**src/rtl/pattern_gen.sv**
```systemverilog
// -----------------------------------------------------------------------------
// pattern_gen
//
// Test-pattern generator placed after the video timing generator. It turns the
// timing strobes and active-area coordinates into 24-bit RGB pixels. The
// strobes are re-emitted with the same 2-cycle delay as the pixels so the
// downstream TMDS encoder sees aligned data.
//
// Ports
//   clk, reset        pixel clock, synchronous active-high reset
//   pattern_sel       requested pattern, latched at frame start only
//   solid_rgb         {R,G,B} colour for the solid pattern
//   bar_w             pixels per colour bar
//   h_active          active pixels per line (moving-bar wrap point)
//   vs/hs/de/field_in timing strobes, active-high
//   x_in, y_in        active-area coordinates
//   vs/hs/de/field_out strobes delayed by 2 cycles
//   r/g/b_out         pixel colour, forced to 0 outside active video
//   pattern_active    pattern currently in effect
//
// Pipeline
//   stage 1: register strobes, per-pixel selectors (bar index, checker bit,
//            moving-bar hit, ramp value, solid colour) and pattern in effect
//   stage 2: colour mux and blanking into the output registers
// -----------------------------------------------------------------------------
module pattern_gen #(
  parameter int X_BITS = 12,
  parameter int Y_BITS = 12
) (
  input  logic              clk,
  input  logic              reset,
  input  logic [2:0]        pattern_sel,
  input  logic [23:0]       solid_rgb,
  input  logic [X_BITS-1:0] bar_w,
  input  logic [X_BITS-1:0] h_active,
  input  logic              vs_in,
  input  logic              hs_in,
  input  logic              de_in,
  input  logic              field_in,
  input  logic [X_BITS-1:0] x_in,
  input  logic [Y_BITS:0]   y_in,
  output logic              vs_out,
  output logic              hs_out,
  output logic              de_out,
  output logic              field_out,
  output logic [7:0]        r_out,
  output logic [7:0]        g_out,
  output logic [7:0]        b_out,
  output logic [2:0]        pattern_active
);

  localparam int XW1 = X_BITS + 1;

  localparam logic [2:0] PAT_SOLID   = 3'd0;
  localparam logic [2:0] PAT_BARS    = 3'd1;
  localparam logic [2:0] PAT_RAMP    = 3'd2;
  localparam logic [2:0] PAT_CHECKER = 3'd3;
  localparam logic [2:0] PAT_MOVING  = 3'd4;

  localparam logic [X_BITS-1:0] X_ONE    = X_BITS'(1);
  localparam logic [XW1-1:0]    POS_STEP = XW1'(4);
  localparam logic [XW1-1:0]    BAR_LEN  = XW1'(16);
  localparam logic [23:0]       WHITE    = 24'hFFFFFF;
  localparam logic [23:0]       BLACK    = 24'h000000;

  // Colour for each of the eight bars, left to right.
  function automatic logic [23:0] bar_colour(input logic [2:0] idx);
    logic [23:0] c;
    case (idx)
      3'd0:    c = 24'hFFFFFF; // white
      3'd1:    c = 24'hFFFF00; // yellow
      3'd2:    c = 24'h00FFFF; // cyan
      3'd3:    c = 24'h00FF00; // green
      3'd4:    c = 24'hFF00FF; // magenta
      3'd5:    c = 24'hFF0000; // red
      3'd6:    c = 24'h0000FF; // blue
      default: c = 24'h000000; // black
    endcase
    return c;
  endfunction

  // Frame-level state
  logic              vs_prev_q, vs_prev_d;
  logic [2:0]        pattern_active_q, pattern_active_d;
  logic [X_BITS-1:0] pos_q, pos_d;
  logic [X_BITS-1:0] bar_px_q, bar_px_d;
  logic [2:0]        bar_idx_q, bar_idx_d;

  // Stage 1
  logic        vs_s1_q, vs_s1_d, hs_s1_q, hs_s1_d;
  logic        de_s1_q, de_s1_d, field_s1_q, field_s1_d;
  logic [2:0]  pat_s1_q, pat_s1_d;
  logic [2:0]  bar_idx_s1_q, bar_idx_s1_d;
  logic        checker_s1_q, checker_s1_d;
  logic        hit_s1_q, hit_s1_d;
  logic [7:0]  ramp_s1_q, ramp_s1_d;
  logic [23:0] solid_s1_q, solid_s1_d;

  // Stage 2 (outputs)
  logic        vs_out_q, vs_out_d, hs_out_q, hs_out_d;
  logic        de_out_q, de_out_d, field_out_q, field_out_d;
  logic [23:0] rgb_q, rgb_d;

  logic              frame_start_s;
  logic [2:0]        pat_eff_s;
  logic [XW1-1:0]    pos_sum_s;
  logic [XW1-1:0]    pos_end_s;
  logic [XW1-1:0]    x_ext_s;

  // Only y bit 4 drives the checkerboard; the rest is intentionally ignored.
  logic unused_y_s;
  assign unused_y_s = ^{y_in[Y_BITS:5], y_in[3:0]};

  // Frame start detection, pattern latch and moving-bar position update.
  always_comb begin
    frame_start_s = vs_in & ~vs_prev_q;
    vs_prev_d     = vs_in;
    // The pixel arriving on the frame-start cycle already uses the new pattern.
    if (frame_start_s) begin
      pat_eff_s = pattern_sel;
    end else begin
      pat_eff_s = pattern_active_q;
    end
    pattern_active_d = pat_eff_s;
    pos_sum_s = {1'b0, pos_q} + POS_STEP;
    if (frame_start_s) begin
      if (pos_sum_s >= {1'b0, h_active}) begin
        pos_d = {X_BITS{1'b0}};
      end else begin
        pos_d = pos_sum_s[X_BITS-1:0];
      end
    end else begin
      pos_d = pos_q;
    end
  end

  // Colour-bar counters: restart every line, saturate on the last bar.
  always_comb begin
    bar_px_d  = bar_px_q;
    bar_idx_d = bar_idx_q;
    if (!de_in) begin
      bar_px_d  = {X_BITS{1'b0}};
      bar_idx_d = 3'd0;
    end else if (bar_w == {X_BITS{1'b0}}) begin
      // Zero-width bars would never complete; keep the whole line white.
      bar_px_d  = {X_BITS{1'b0}};
      bar_idx_d = 3'd0;
    end else if (bar_px_q == (bar_w - X_ONE)) begin
      bar_px_d = {X_BITS{1'b0}};
      if (bar_idx_q == 3'd7) begin
        bar_idx_d = 3'd7;
      end else begin
        bar_idx_d = bar_idx_q + 3'd1;
      end
    end else begin
      bar_px_d  = bar_px_q + X_ONE;
      bar_idx_d = bar_idx_q;
    end
  end

  // Stage 1: capture strobes and per-pixel pattern selectors.
  always_comb begin
    vs_s1_d      = vs_in;
    hs_s1_d      = hs_in;
    de_s1_d      = de_in;
    field_s1_d   = field_in;
    pat_s1_d     = pat_eff_s;
    bar_idx_s1_d = bar_idx_q;
    checker_s1_d = x_in[4] ^ y_in[4];
    ramp_s1_d    = x_in[7:0];
    solid_s1_d   = solid_rgb;
    // Compare one bit wider so pos+16 cannot wrap past the line end.
    x_ext_s      = {1'b0, x_in};
    pos_end_s    = {1'b0, pos_q} + BAR_LEN;
    hit_s1_d     = (x_ext_s >= {1'b0, pos_q}) && (x_ext_s < pos_end_s);
  end

  // Stage 2: colour mux and blanking.
  always_comb begin
    vs_out_d    = vs_s1_q;
    hs_out_d    = hs_s1_q;
    de_out_d    = de_s1_q;
    field_out_d = field_s1_q;
    case (pat_s1_q)
      PAT_SOLID:   rgb_d = solid_s1_q;
      PAT_BARS:    rgb_d = bar_colour(bar_idx_s1_q);
      PAT_RAMP:    rgb_d = {ramp_s1_q, ramp_s1_q, ramp_s1_q};
      PAT_CHECKER: rgb_d = checker_s1_q ? WHITE : BLACK;
      PAT_MOVING:  rgb_d = hit_s1_q ? WHITE : BLACK;
      default:     rgb_d = BLACK;
    endcase
    if (!de_s1_q) begin
      rgb_d = BLACK;
    end else begin
      rgb_d = rgb_d;
    end
  end

  // All state and pipeline registers, synchronous reset to zero.
  always_ff @(posedge clk) begin
    if (reset) begin
      vs_prev_q        <= 1'b0;
      pattern_active_q <= 3'd0;
      pos_q            <= {X_BITS{1'b0}};
      bar_px_q         <= {X_BITS{1'b0}};
      bar_idx_q        <= 3'd0;
      vs_s1_q          <= 1'b0;
      hs_s1_q          <= 1'b0;
      de_s1_q          <= 1'b0;
      field_s1_q       <= 1'b0;
      pat_s1_q         <= 3'd0;
      bar_idx_s1_q     <= 3'd0;
      checker_s1_q     <= 1'b0;
      hit_s1_q         <= 1'b0;
      ramp_s1_q        <= 8'd0;
      solid_s1_q       <= 24'd0;
      vs_out_q         <= 1'b0;
      hs_out_q         <= 1'b0;
      de_out_q         <= 1'b0;
      field_out_q      <= 1'b0;
      rgb_q            <= 24'd0;
    end else begin
      vs_prev_q        <= vs_prev_d;
      pattern_active_q <= pattern_active_d;
      pos_q            <= pos_d;
      bar_px_q         <= bar_px_d;
      bar_idx_q        <= bar_idx_d;
      vs_s1_q          <= vs_s1_d;
      hs_s1_q          <= hs_s1_d;
      de_s1_q          <= de_s1_d;
      field_s1_q       <= field_s1_d;
      pat_s1_q         <= pat_s1_d;
      bar_idx_s1_q     <= bar_idx_s1_d;
      checker_s1_q     <= checker_s1_d;
      hit_s1_q         <= hit_s1_d;
      ramp_s1_q        <= ramp_s1_d;
      solid_s1_q       <= solid_s1_d;
      vs_out_q         <= vs_out_d;
      hs_out_q         <= hs_out_d;
      de_out_q         <= de_out_d;
      field_out_q      <= field_out_d;
      rgb_q            <= rgb_d;
    end
  end

  assign vs_out         = vs_out_q;
  assign hs_out         = hs_out_q;
  assign de_out         = de_out_q;
  assign field_out      = field_out_q;
  assign r_out          = rgb_q[23:16];
  assign g_out          = rgb_q[15:8];
  assign b_out          = rgb_q[7:0];
  assign pattern_active = pattern_active_q;

endmodule

```
**config.mk**
```make
export PLATFORM = sky130hd
export DESIGN_NAME = pattern_gen
export DESIGN_NICKNAME = d
export VERILOG_FILES = /design/src/rtl/pattern_gen.sv
export SDC_FILE = /design/constraint.sdc
export NUM_CORES = 1
export LEC_CHECK = 0
export CAP_MARGIN = 20
export CORE_AREA = 5 5 103 105
export DETAILED_ROUTE_END_ITERATION = 10
export DIE_AREA = 0 0 108 110
export PLACE_DENSITY_LB_ADDON = 0.2
export SYNTH_ARGS = -nofsm -noshare
export SYNTH_HDL_FRONTEND = slang
export SYNTH_SLANG_ARGS = --single-unit
```
**constraint.sdc**
```tcl
create_clock -name clk -period 4.1 [get_ports clk]
set_input_delay 1.025 -clock clk [delete_from_list [all_inputs] [get_ports clk]]
set_output_delay 1.025 -clock clk [all_outputs]
set_load 0.01 [all_outputs]
```
# Yosys cells after proc, flatten, opt, wreduce, memory -nomap -nowiden
# Index checks and enable logic that the tools add are counted.
op_classes:
  bitwise: 5
  mux: 6
  n_addsub: 5
  n_eq_ne: 12
  magnitude_cmp: 3
  n_reduce_logical: 7
ops:
  columns: ["cell", "count"]
  rows:
  - ["case mux 24 bit (7 select lines)", 1]
  - ["case mux 24 bit (5 select lines)", 1]
  - ["two-way mux 24 bit", 2]
  - ["equality test 3 bit, second input constant", 5]
  - ["adder 12 x 3 -> 13 bit, second input constant", 1]
  - ["adder 12 x 5 -> 13 bit, second input constant", 1]
  - ["greater-or-equal comparator 13 x 12 -> 1 bit", 1]
  - ["less-than comparator 12 x 13 -> 1 bit", 1]
  - ["adder 12 x 1 -> 12 bit, second input constant", 1]
  - ["equality test 12 bit", 1]
  - ["equality test 3 x 2 -> 1 bit, second input constant", 4]
  - ["greater-or-equal comparator 12 bit", 1]
  - ["logical NOT 12 bit", 1]
  - ["two-way mux 12 bit", 1]
  - ["subtractor 12 x 1 -> 12 bit, second input constant", 1]
  - ["equality test 3 x 1 -> 1 bit, second input constant", 2]
  - ["logical NOT 3 bit", 2]
  - ["OR reduction 4 bit", 1]
  - ["adder 3 x 1 -> 3 bit, second input constant", 1]
  - ["two-way mux 3 bit", 1]
  - ["inverter 1 bit", 3]
  - ["OR reduction 3 bit", 1]
  - ["OR reduction 2 bit", 1]
  - ["bitwise AND 1 bit", 1]
  - ["other kinds (2)", 2]
totals:
  reg_bits: 99
  elab_cells: 56
  inputBits: 82
  out_inout_bits: 31

# Longest topological paths before layout
depth:
  depth_word: 3
  mapped_depth: 12
  ltp_nobuf: 12

# Least setup slack after synthesis
# No wires, ideal clock.
synth_timing:
  path_type: "register -> register"
  start: "register pos_q[4]"
  end: "register pos_q[4]"
  setup_ps: 57
  path_stages_with_launch: 13
  required_ps: 4043
  n_path_buf: 0
  t_arrival_ps: 2918
  setup_slack_ps: 1125
  synth_period_minus_slack_ps: 2975
  path_cell_list: "dfxtp_1 ha_1 and3_1 and3_1 nand2_1 xnor2_1 ha_1 a21o_1 a2111oi_0 o221a_2 nand3_1 nor3b_1 a21o_1"
synth_via:
  elab_chain_cells: 3
synth_lines:
  columns: ["element", "line_no", "text"]
  rows:
  - ["start: declaration", "85", "logic [X_BITS-1:0] pos_q, pos_d;"]
  - ["start signal: assignment", "204", "pos_q <= {X_BITS{1'b0}};"]
  - ["start signal: assignment", "225", "pos_q <= pos_d;"]
  - ["adder 12 x 3 -> 13 bit *", "125", "pos_sum_s = {1'b0, pos_q} + POS_STEP;"]
  - ["greater-or-equal comparator 13 x 12 -> 1 bit", "127", "if (pos_sum_s >= {1'b0, h_active}) begin"]
  - ["two-way mux 12 bit *", "127", null]
# Every way passes the cells marked *; elsewhere a longest branch is shown, timed or not.
# A chain may end at the register's enable or synchronous reset.

# Final worst setup path
# Ends and elaborated chain as after synthesis.

==> flow_metrics.env <==
export IMPL_status="complete, no violations"
export IMPL_end_kind="register"
export IMPL_grt_pass1_vias=3644
export IMPL_yosysWarnings=0
export IMPL_fillCellCount=871
export IMPL_io_pins=113
export IMPL_critPathLaunchType="register"
export IMPL_max_slew_margin=0.353
export IMPL_slowest_delay_ns=0.50
export IMPL_place_congestion=0.833
export IMPL_hpwl_mm=8.05
export IMPL_path_max_fanout=9
export IMPL_timing_final_ws_setup_ns=0.586
export IMPL_skew_ns=0.0123
export IMPL_path_delay_family="simple AND/OR/NAND/NOR gates"
export IMPL_fmax_mhz=285
export IMPL_grt_max_degree=51
export IMPL_ant_nets=0
export IMPL_die_area_sq_um=11900
export IMPL_dpl_cell_count=702
export IMPL_row_count=36
export IMPL_drive_gt1_frac=0.0684
export IMPL_die_w_um=108
export IMPL_fin_crit_ns=3.51
export IMPL_cts_root_buf="clkbuf_8"
export IMPL_postSynthNetCount=599
export IMPL_worstPathArrival_ns=3.81
export IMPL_drtIter0Drc=165
export IMPL_post_cts_resized=0
export IMPL_overflow=0
export IMPL_netlist_area_leader_share=0.427
export IMPL_diodes=0
export IMPL_postSynthCellCount=484
export IMPL_synth_distinct_cells=57
export IMPL_syn_area_sq_um=4550
export IMPL_synth_area_leader_cell="dfxtp_1"
export IMPL_drt_wl_total_mm=10.5
export IMPL_maxSlewViolCount=0
export IMPL_ys_ff_latch=97
export IMPL_fin_setup_tns_ns=0
export IMPL_hold_viol=0
export IMPL_period_share=0.857
export IMPL_hold_path_class="register to register"
export IMPL_place_ws_ns=0.369
export IMPL_drcViolationCount=0
export IMPL_wl_per_cell_um=14.6
export IMPL_post_synth_cell_area_avg_sq_um=9.40
export IMPL_syn_to_final_growth_pct=28.5
export IMPL_cts_hold_buf=0
export IMPL_cts_path_max_buffers=2
export IMPL_tightestPinTransition_ns=0.967
export IMPL_fin_nets=695
export IMPL_crit_path_top_delay_cell="dfxtp_1"
export IMPL_synth_main_ff_cell="dfxtp_1"
export IMPL_cts_setup_buffers=0
export IMPL_via_per_inst=5.16
export IMPL_crit_type="register to register"
export IMPL_report_power_total_w=0.00184
export IMPL_synth_edf_count=0
export IMPL_htree_levels=3
export IMPL_ys_top_cells_by_area="dfxtp_1, ha_1, nor2b_1, xnor2_1, a31oi_1"
export IMPL_insertion_delay_ns=0.35
export IMPL_rsz0062_at_grt="no"
export IMPL_vias=3703
export IMPL_core_area_sq_um=9550
export IMPL_clock_sinks=97
export IMPL_cp_cell_sequence="ha_1 > and3_1 > and3_1 > nand2_1 > xnor2_1 > ha_1 > a21o_1 > a2111oi_0 > o221a_2 > nand3_1 > nor3b_1 > a21o_1"
export IMPL_path_clk_slew_ns=0.09
export IMPL_ir_worst_vdd_v=0.000189
export IMPL_cts_tree="done"
export IMPL_firstDrtPassIters=6
export IMPL_grt_use_total=0.182
export IMPL_ys_seq_area_frac=0.427
export IMPL_grt_first_pass_wirelength_mm=17.2
export IMPL_path_buf_inv=0
export IMPL_antenna_found_initial=0
export IMPL_maxCapViolations=0
export IMPL_fin_cells=718
export IMPL_initial_core_util=0.477
export IMPL_portBuffers=100
export IMPL_leakage_nw=2.20
export IMPL_finalSetupViolations=0
export IMPL_powerDensity_nw_per_um2=315
export IMPL_die_h_um=110
export IMPL_cp_required_ns=4.39
export IMPL_cts_inserted_buffers=9
export IMPL_synthArstFlopShare=0
registers in the layout, summed over array words and instances, names as in the netlist, 3 cells and up:
signal / flops
bar_idx_q: 3
bar_idx_s1_q: 3
bar_px_q: 12
pat_s1_q: 3
pos_q: 10
ramp_s1_q: 8
rgb_q: 24
solid_s1_q: 24
worst paths after layout:
kind / slack [ns] / cells after the start / startpoint / end
max: 0.59 / 12 / pos_q[4]$_SDFFE_PP0P_ / pos_q[4]$_SDFFE_PP0P_
min: 0.45 / 1 / hs_out_d$_SDFF_PP0_ / hs_out$_SDFF_PP0_
max reg2reg: 0.59 / 12 / pos_q[4]$_SDFFE_PP0P_ / pos_q[4]$_SDFFE_PP0P_
min reg2reg: 0.45 / 1 / hs_out_d$_SDFF_PP0_ / hs_out$_SDFF_PP0_
stage by stage:
step                area [sq um]  hold slack (ns)  utilization
global route                5850            0.466        0.613
floorplan                   4550            0.414            -
CTS                         5850            0.455        0.613
finish                      5850            0.446        0.613
global placement            5650            0.417        0.592
detailed placement          5650            0.432        0.592
power breakdown:
group          switching (W)  internal [W]  total [W]
combinational       0.000113      0.000132   0.000244
sequential         0.0000143      0.000974   0.000988
clock               0.000324      0.000287   0.000611
layout by cell type, fill, tap and decap left out, types with 3 or more instances in the layout:
cell type,n
clkdlybuf4s50_1,99
dfxtp_1,97
nor2b_1,45
nand2_1,39
ha_1,33
inv_1,31
a31oi_1,29
xnor2_1,25
o21ai_0,17
a21oi_1,15
nor2_1,13
nand3_1,12
nor3_2,12
xor2_1,10
clkbuf_8,9
nor3b_1,7
nand4_1,7
a21o_1,7
nand2b_1,6
or3_1,6
and3_1,5
or2_2,4
mux2i_1,4
nor4_1,4
a211oi_1,3
buf_4,3
worst reg2reg max path: stages, from the launching register on:
cell       delay [ns]
dfxtp_1          0.50
ha_1             0.26
and3_1           0.23
and3_1           0.25
nand2_1          0.10
xnor2_1          0.27
ha_1             0.31
a21o_1           0.18
a2111oi_0        0.42
o221a_2          0.31
nand3_1          0.25
nor3b_1          0.29
a21o_1           0.10
metal layers:
layer  vias to the layer above  global-route usage  wire length, um
met2                        97               0.315             5100
met5                         -                   0                0
met3                        18              0.0344              598
met1                      1696               0.226             4560
met4                         0              0.0694              222
li1                       1892                   -                -
synthesized netlist by cell type, types with 2 or more instances:
| master | n |
|---|---|
| dfxtp_1 | 97 |
| nor2b_1 | 45 |
| nand2_1 | 39 |
| ha_1 | 33 |
| inv_1 | 31 |
| a31oi_1 | 29 |
| xnor2_1 | 25 |
| o21ai_0 | 17 |
| a21oi_1 | 15 |
| nor2_1 | 13 |
| clkbuf_1 | 12 |
| nand3_1 | 12 |
| nor3_2 | 11 |
| xor2_1 | 10 |
| a21o_1 | 7 |
| nand4_1 | 7 |
| nor3b_1 | 7 |
| nand2b_1 | 6 |
| or3_1 | 6 |
| and3_1 | 5 |
| mux2i_1 | 4 |
| nor4_1 | 4 |
| or2_2 | 4 |
| a211oi_1 | 3 |
| buf_1 | 3 |
| nor3_1 | 3 |
| a2111oi_0 | 2 |
| a311oi_1 | 2 |
| and4_1 | 2 |
| buf_6 | 2 |
| o2111ai_1 | 2 |
final cells by class:
type | count | area [sq um] | share of cell area
clock buffer | 11 | 131 | 0.0225
clock inverter | 5 | 63.8 | 0.0109
inverter | 31 | 116 | 0.0199
multi-input combinational | 338 | 2410 | 0.412
sequential | 97 | 1940 | 0.332
tap | 133 | 166 | 0.0284
timing repair buffer | 103 | 1020 | 0.174
logic make-up after synthesis:
group                      Yosys count  synth area share
AOI/OAI and AO/OA                   93             0.138
xor gates and xnor gates            35            0.0674
adders and majority gates           33            0.0907
buffers and inverters               49            0.0445
DFF                                 97             0.427
muxes                                4           0.00880
and+or+nand+nor                    173             0.224
No activity file was read; power rests on OpenSTA's default activity.
